## src/rtl/sync_queue_deq_narrower_if.sv

```systemverilog
// Wide-in / narrow-out stream bundle for sync_queue_deq_narrower.
// master = upstream queue plus downstream consumer; slave = the narrower itself.
interface sync_queue_deq_narrower_if #(
   parameter int IN_W  = 128,
   parameter int OUT_W = 32
);
   localparam int BEATS = IN_W / OUT_W;
   localparam int CNT_W = (BEATS > 1) ? $clog2(BEATS) : 1;

   // Each side transfers on a cycle where valid and ready are both high.
   // A producer holds valid and payload until that cycle.
   // valid never waits on ready; ready may depend combinationally on the other side.
   logic             io_enq_ready;
   logic             io_enq_valid;
   logic [IN_W-1:0]  io_enq_bits;
   logic             io_deq_ready;
   logic             io_deq_valid;
   logic [OUT_W-1:0] io_deq_bits;
   logic             io_deq_last;
   logic [CNT_W-1:0] io_deq_idx;

   modport master (
      input  io_enq_ready,
      output io_enq_valid,
      output io_enq_bits,
      output io_deq_ready,
      input  io_deq_valid,
      input  io_deq_bits,
      input  io_deq_last,
      input  io_deq_idx
   );

   modport slave (
      output io_enq_ready,
      input  io_enq_valid,
      input  io_enq_bits,
      input  io_deq_ready,
      output io_deq_valid,
      output io_deq_bits,
      output io_deq_last,
      output io_deq_idx
   );
endinterface

```

## src/rtl/sync_queue_deq_narrower.sv

```systemverilog
// Splits each wide dequeued word into BEATS narrow beats, least-significant slice first.
// The next word loads in the same cycle the last beat of the current word is taken.
module sync_queue_deq_narrower #(
   parameter int IN_W  = 128,
   parameter int OUT_W = 32
) (
   input  logic                      clock,
   input  logic                      reset,
   sync_queue_deq_narrower_if.slave  bus,
   output logic                      o_dbg_state
);
   localparam int BEATS = IN_W / OUT_W;
   localparam int CNT_W = (BEATS > 1) ? $clog2(BEATS) : 1;
   localparam logic [CNT_W-1:0] LAST_IDX = CNT_W'(BEATS - 1);

   typedef enum logic {ST_EMPTY = 1'b0, ST_HOLD = 1'b1} state_e;

   state_e           r_state;
   logic [CNT_W-1:0] r_cnt;
   logic [IN_W-1:0]  r_data;

   state_e           w_state_nxt;
   logic [CNT_W-1:0] w_cnt_nxt;
   logic             w_load;
   logic             w_full;
   logic             w_last;
   logic             w_enq_fire;
   logic             w_deq_fire;
   logic [OUT_W-1:0] w_slices [BEATS];

   assign w_full     = (r_state == ST_HOLD);
   assign w_last     = w_full & (r_cnt == LAST_IDX);
   assign w_enq_fire = bus.io_enq_valid & bus.io_enq_ready;
   assign w_deq_fire = bus.io_deq_valid & bus.io_deq_ready;

   always_comb begin
      for (int i = 0; i < BEATS; i++) begin
         w_slices[i] = r_data[i*OUT_W +: OUT_W];
      end
   end

   // Ready is open when empty, or when the final beat leaves this cycle.
   assign bus.io_enq_ready = ~w_full | (bus.io_deq_ready & w_last);
   assign bus.io_deq_valid = w_full;
   assign bus.io_deq_bits  = w_slices[r_cnt];
   assign bus.io_deq_idx   = r_cnt;
   assign bus.io_deq_last  = w_last;
   assign o_dbg_state      = r_state;

   always_comb begin
      w_state_nxt = r_state;
      w_cnt_nxt   = r_cnt;
      w_load      = 1'b0;
      case (r_state)
         ST_EMPTY: begin
            if (w_enq_fire) begin
               w_load      = 1'b1;
               w_cnt_nxt   = '0;
               w_state_nxt = ST_HOLD;
            end
         end
         ST_HOLD: begin
            if (w_deq_fire) begin
               if (w_last) begin
                  w_cnt_nxt = '0;
                  // A waiting word is taken now so beats continue without a bubble.
                  if (w_enq_fire) begin
                     w_load = 1'b1;
                  end else begin
                     w_state_nxt = ST_EMPTY;
                  end
               end else begin
                  w_cnt_nxt = r_cnt + 1'b1;
               end
            end
         end
         default: begin
            w_state_nxt = ST_EMPTY;
            w_cnt_nxt   = '0;
         end
      endcase
   end

   always_ff @(posedge clock or negedge reset) begin
      if (!reset) begin
         r_state <= ST_EMPTY;
         r_cnt   <= '0;
      end else begin
         r_state <= w_state_nxt;
         r_cnt   <= w_cnt_nxt;
      end
   end

   always_ff @(posedge clock or negedge reset) begin
      if (!reset) begin
         r_data <= '0;
      end else if (w_load) begin
         r_data <= bus.io_enq_bits;
      end
   end
endmodule

```

## src/flat_wrapper.sv

```systemverilog
// flat-port wrapper written by rule: the top's interface ports become plain ports
module sync_queue_deq_narrower_flat 
#(
   parameter int IN_W  = 128,
   parameter int OUT_W = 32
)
  (clock, reset, o_dbg_state, bus_io_enq_ready, bus_io_enq_valid, bus_io_enq_bits, bus_io_deq_ready, bus_io_deq_valid, bus_io_deq_bits, bus_io_deq_last, bus_io_deq_idx);
  sync_queue_deq_narrower_if #(.IN_W(IN_W), .OUT_W(OUT_W)) bus_i ();
  input  logic clock;
  input  logic reset;
  output logic o_dbg_state;
  output wire logic [$bits(bus_i.io_enq_ready)-1:0] bus_io_enq_ready;
  input wire logic [$bits(bus_i.io_enq_valid)-1:0] bus_io_enq_valid;
  input wire logic [$bits(bus_i.io_enq_bits)-1:0] bus_io_enq_bits;
  input wire logic [$bits(bus_i.io_deq_ready)-1:0] bus_io_deq_ready;
  output wire logic [$bits(bus_i.io_deq_valid)-1:0] bus_io_deq_valid;
  output wire logic [$bits(bus_i.io_deq_bits)-1:0] bus_io_deq_bits;
  output wire logic [$bits(bus_i.io_deq_last)-1:0] bus_io_deq_last;
  output wire logic [$bits(bus_i.io_deq_idx)-1:0] bus_io_deq_idx;
  assign bus_io_enq_ready = bus_i.io_enq_ready;
  assign bus_i.io_enq_valid = bus_io_enq_valid;
  assign bus_i.io_enq_bits = bus_io_enq_bits;
  assign bus_i.io_deq_ready = bus_io_deq_ready;
  assign bus_io_deq_valid = bus_i.io_deq_valid;
  assign bus_io_deq_bits = bus_i.io_deq_bits;
  assign bus_io_deq_last = bus_i.io_deq_last;
  assign bus_io_deq_idx = bus_i.io_deq_idx;
  sync_queue_deq_narrower #(.IN_W(IN_W), .OUT_W(OUT_W)) u_core (.clock(clock), .reset(reset), .bus(bus_i), .o_dbg_state(o_dbg_state));
endmodule
```

## config.mk

```make
export PLATFORM = sky130hd
export DESIGN_NAME = sync_queue_deq_narrower_flat
export DESIGN_NICKNAME = d
export VERILOG_FILES = /design/src/rtl/sync_queue_deq_narrower_if.sv /design/src/rtl/sync_queue_deq_narrower.sv /design/src/flat_wrapper.sv
export SDC_FILE = /design/constraint.sdc
export NUM_CORES = 1
export LEC_CHECK = 0
export BUFFER_PORTS_ARGS = -buffer_cell sky130_fd_sc_hd__buf_2
export CAP_MARGIN = 20
export CORE_UTILIZATION = 50
export DETAILED_ROUTE_END_ITERATION = 10
export GPL_ROUTABILITY_DRIVEN = 0
export GPL_TIMING_DRIVEN = 0
export PLACE_DENSITY = 0.78
export RECOVER_POWER = 25
export SYNTH_ARGS = -nofsm -noshare
export SYNTH_HDL_FRONTEND = slang
export SYNTH_SLANG_ARGS = --single-unit
```

## constraint.sdc

```tcl
create_clock -name clock -period 4.5 [get_ports clock]
set_input_delay 0 -clock clock [delete_from_list [all_inputs] [get_ports clock]]
set_output_delay 0 -clock clock [all_outputs]
set_load 0.01 [all_outputs]
```

# [Word-level counts from Yosys, hierarchy flattened]
# Index checks and enable logic that the tools add are counted.
[totals] regBits=131
[op_classes] n_addsub=1 n_reduce_logical=1 magnitude_cmp=1 eq_ne=3 bitwise_logic=7 n_mux=14
[ops] op="$bmux 32 s2" count=1
[ops] op="$mux 32" count=2
[ops] op="$mux 2" count=3
[ops] op="$mux 1" count=5
[ops] op="$and 1x1->1" count=4
[ops] op="$pmux 1 s2" count=2
[ops] op="$pmux 2 s2" count=1
[ops] op="$ge 3x3->1 const B" count=1
[ops] op="$not 2->3" count=1
[ops] op="$add 2x1->2 const B" count=1
[ops] op="$eq 2x2->1 const B" count=1
[ops] op="$ne 2x1->1 const B" count=1
[ops] op="$ne 2x2->1 const B" count=1
[ops] op="$reduce_and 2->1" count=1
[ops] op="$not 1->1" count=1
[ops] op="$or 1x1->1" count=1

# [Depth between registers and ports, before layout]
[depth] word_depth=9 depth_mapped=5

# [Worst setup path after synthesis]
# OpenSTA, ideal clock, no wires.
[synth_timing] kind="register to register" startpoint="register u_core.r_cnt[0] (netlist: u_core.bus.io_deq_idx[0])" endpoint="register u_core.r_data[112]" setup_slack_ns=3.000 n_path_buf=2 setup_time_ns=0.095 path_stages_with_launch=6 t_arrival_ns=1.404 path_cell_list="dfrtp_1 > ha_1 > and3_4 > buf_6 > buf_2 > o32ai_2"
[synth_between] elab_chain_len=9
[synth_rtl] element="start, declared" line="sync_queue_deq_narrower.sv:19" text="logic [CNT_W-1:0] r_cnt;"
[synth_rtl] element="start signal, assigned" line="sync_queue_deq_narrower.sv:90" text="r_cnt <= w_cnt_nxt;"
[synth_rtl] element="$eq 2x2->1 *" line="sync_queue_deq_narrower.sv:32" text="assign w_last = w_full & (r_cnt == LAST_IDX);"
[synth_rtl] element="$and 1x1->1 *" line="sync_queue_deq_narrower.sv:32"
[synth_rtl] element="$and 1x1->1" line="sync_queue_deq_narrower.sv:43" text="assign bus.io_enq_ready = ~w_full | (bus.io_deq_ready & w_last);"
[synth_rtl] element="$or 1x1->1" line="sync_queue_deq_narrower.sv:43"
[synth_rtl] element="$and 1x1->1" line="sync_queue_deq_narrower.sv:33" text="assign w_enq_fire = bus.io_enq_valid & bus.io_enq_ready;"
[synth_rtl] element="$mux 1" line="sync_queue_deq_narrower.sv:56, sync_queue_deq_narrower.sv:67"
[synth_rtl] element="$mux 1" line="sync_queue_deq_narrower.sv:64" text="if (w_last) begin"
[synth_rtl] element="$mux 1" line="sync_queue_deq_narrower.sv:63" text="if (w_deq_fire) begin"
[synth_rtl] element="$pmux 1 s2 *" line="sync_queue_deq_narrower.sv:54" text="case (r_state)"
[synth_rtl] element="end signal, assigned" line="sync_queue_deq_narrower.sv:98" text="r_data <= bus.io_enq_bits;"
[synth_rtl] element="end, declared" line="sync_queue_deq_narrower.sv:20" text="logic [IN_W-1:0] r_data;"
# Every way passes the cells marked *; elsewhere a longest branch is shown, timed or not.
# A chain may end at the register's enable or synchronous reset.

==> flow_summary.ini <==
[outcome]
status = complete, but fails checks
violations = capacitance limit, slew limit

[sta]
timing.fmax_ghz = 0.432
rsz0062_at_grt = no
finalSetupViolCount = 0
setup-tns-final_ps = 0
min_period_ps = 2310
slew_headroom_pct = -25.6
timing.clock.skew_ps = 9.44
finalCritPeriodShare_pct = 51.4
drv_slew = 76
worstMarginPinSlew_ps = 1880
hold_viol_final = 0

[logic_synthesis]
ys_seq_area_share_pct = 43.6
syn_inst = 625
synth_cell_types = 22
syn-num-nets = 758
ys_ff_latch = 131
syn_area_um2 = 7530
ys_warn_count = 0
syn_avg_cell_area_um2 = 12.0

[global_route]
grt_use_met1_pct = 36.7
grt_max_degree = 76
grtUsageMet2_pct = 52.5
grt_pass1_vias = 6852
grt_busiest_layer = met2
grt_antenna_before_repair = 1
overflow = 0
grt_pass1_wl_um = 35900
grt_use_total_pct = 30.5
gr-usage-met3_pct = 6.49

[clocking]
cts.sinks = 131
cts.clk_slew.worst_paths_ps = 50
h-tree-depth = 4
numCtsBuffers = 17
clk_latency_ps = 430
clock_path_buffers = 2
cts-resized-gates = 0
post-cts-setup-buffers = 0
hold_buffers = 132
cts_tree = done
clock-root-buffer = clkbuf_16

[drt]
antenna_left = 0
firstDrtPassIters = 5
wl_per_cell_um = 19.8
via_per_inst = 5.56
drc = 0
dr.first_iter.drc_count = 467
vias = 6364
wirelength_um = 22600

[power_and_ir_drop]
clockPowerShare_pct = 21.0
p_switching_uw = 2300
ir_worst_vdd_mv = 0.356
total_power_uw = 6710
switching_share_pct = 34.2
power.internal_uw = 4420
power_frac_seq_pct = 31.9
cellPowerDensity_nw_per_um2 = 637
pwr-share-comb_pct = 47.1
leakagePower_uw = 0.00500

[worst_setup_path]
critPathMaxFanout = 75
cp_top_family = buffers and inverters
slowest_stage = clkbuf_2
endpoint_kind = asynchronous set/reset pin
critPathBufInv = 3
cpPeakStageDelay_ps = 1420
worstPathRequired_ps = 4670
cp.arrival_ps = 2480
cp-start-kind = input pin
cp_cell_sequence = dlygate4sd3_1 -> buf_6 -> clkbuf_2
critPathKind = in -> async

[flow_run]
max_cap_violations = 1

[floorplanning]
core_area_um2 = 14600
dieArea_um2 = 15500
die_h_um = 125
start_util_pct = 51.6
ios = 170
num_rows = 44
die_w_um = 125

[place]
port_buffers = 169
dp_hpwl_um = 13000

[finish]
fin_nets = 1079
final_cell_mix = buf_2 (187), dlygate4sd3_1 (132), dfrtp_1 (131), nand2_1 (129), inv_1 (128)
fill_cells = 944
layout_commonest_cell = buf_2
syn_to_final_growth_pct = 40.0
drive_above_1_share_pct = 43.3

[worst_hold_path]
hold_path.class = in -> async
==> per-stage QoR <==
step	cells	instance area (um^2)	util (%)	setup WS [ps]	hold WS [ps]
floorplan	625	7530	-	3000	-296
global placement	978	8600	59.0	1600	282
detailed placement	979	8640	59.2	2850	1.05
CTS	1143	10600	72.4	2460	119
global route	1143	10500	72.2	1690	158
finish	1144	10500	72.2	2190	108
==> cells by family after synthesis <==
kind of cell / Yosys count / synth area share (%)
DFF: 131 / 43.6
AOI/OAI and AO/OA: 131 / 27.2
buffers and inverters: 194 / 12.3
and+or+nand+nor: 136 / 7.13
muxes: 32 / 9.57
adders and majority gates: 1 / 0.166
==> flip-flops by register name (all words and copies together) (netlist names) <==
register                 flops
u_core.bus.io_deq_valid      1
u_core.r_data              128
u_core.bus.io_deq_idx        2
==> power groups by stage <==
stage	clock network (uW)	logic [uW]	registers, uW
2_1_floorplan	0	2360	1980
3_3_place_gp	0	2970	2110
3_5_place_dp	0	3020	2140
4_1_cts	1420	3140	2120
5_1_grt	1470	3380	2190
6_report	1410	3160	2140
==> cell usage after synthesis <==
cell	count	area share [%]
nand2_1	129	6.4
clkbuf_4	11	1.1
buf_6	7	1.0
buf_4	22	2.2
mux4_2	32	9.6
nor4bb_1	1	0.13
inv_2	1	0.050
o32ai_2	120	26
a31o_1	2	0.23
and2_1	1	0.083
clkbuf_1	6	0.30
nor2b_1	1	0.083
a21boi_2	1	0.15
ha_1	1	0.17
nand2b_1	1	0.083
o32ai_1	8	0.93
or2_1	1	0.083
and3_1	1	0.083
buf_2	19	1.3
and3_4	1	0.15
dfrtp_1	131	44
inv_1	128	6.4
==> routing by layer <==
layer	up-vias	wire length, um
met5	-	0
met4	0	835
met3	81	1280
met2	296	11700
met1	3137	8760
li1	2850	-
==> cell type report <==
| cell class | instances | area (um^2) | share of cell area (%) |
|---|---|---|---|
| Clock inverter | 9 | 101 | 0.962 |
| Buffer | 65 | 444 | 4.22 |
| Inverter | 129 | 484 | 4.60 |
| Multi-Input combinational cell | 300 | 3320 | 31.5 |
| Antenna cell | 1 | 2.50 | 0.0237 |
| Tap cell | 184 | 230 | 2.18 |
| Sequential cell | 131 | 3280 | 31.1 |
| Clock buffer | 23 | 498 | 4.73 |
| Timing Repair Buffer | 302 | 2180 | 20.7 |
==> path summary, 6_finish.rpt <==
kind,from,to,slack [ps],cells after the start
max,reset,u_core.bus.io_deq_valid,2190,3
min,reset,u_core.r_data[27],110,2
max reg2reg,u_core.bus.io_deq_idx[0],u_core.bus.io_deq_idx[0],2710,5
min reg2reg,u_core.r_data[95],u_core.r_data[95],540,2
max in group clock,u_core.bus.io_deq_idx[1],bus_io_deq_bits[7],2470,4
min in group clock,bus_io_enq_bits[73],u_core.r_data[73],390,4
Note: power is estimated with default switching activity, not from simulation.
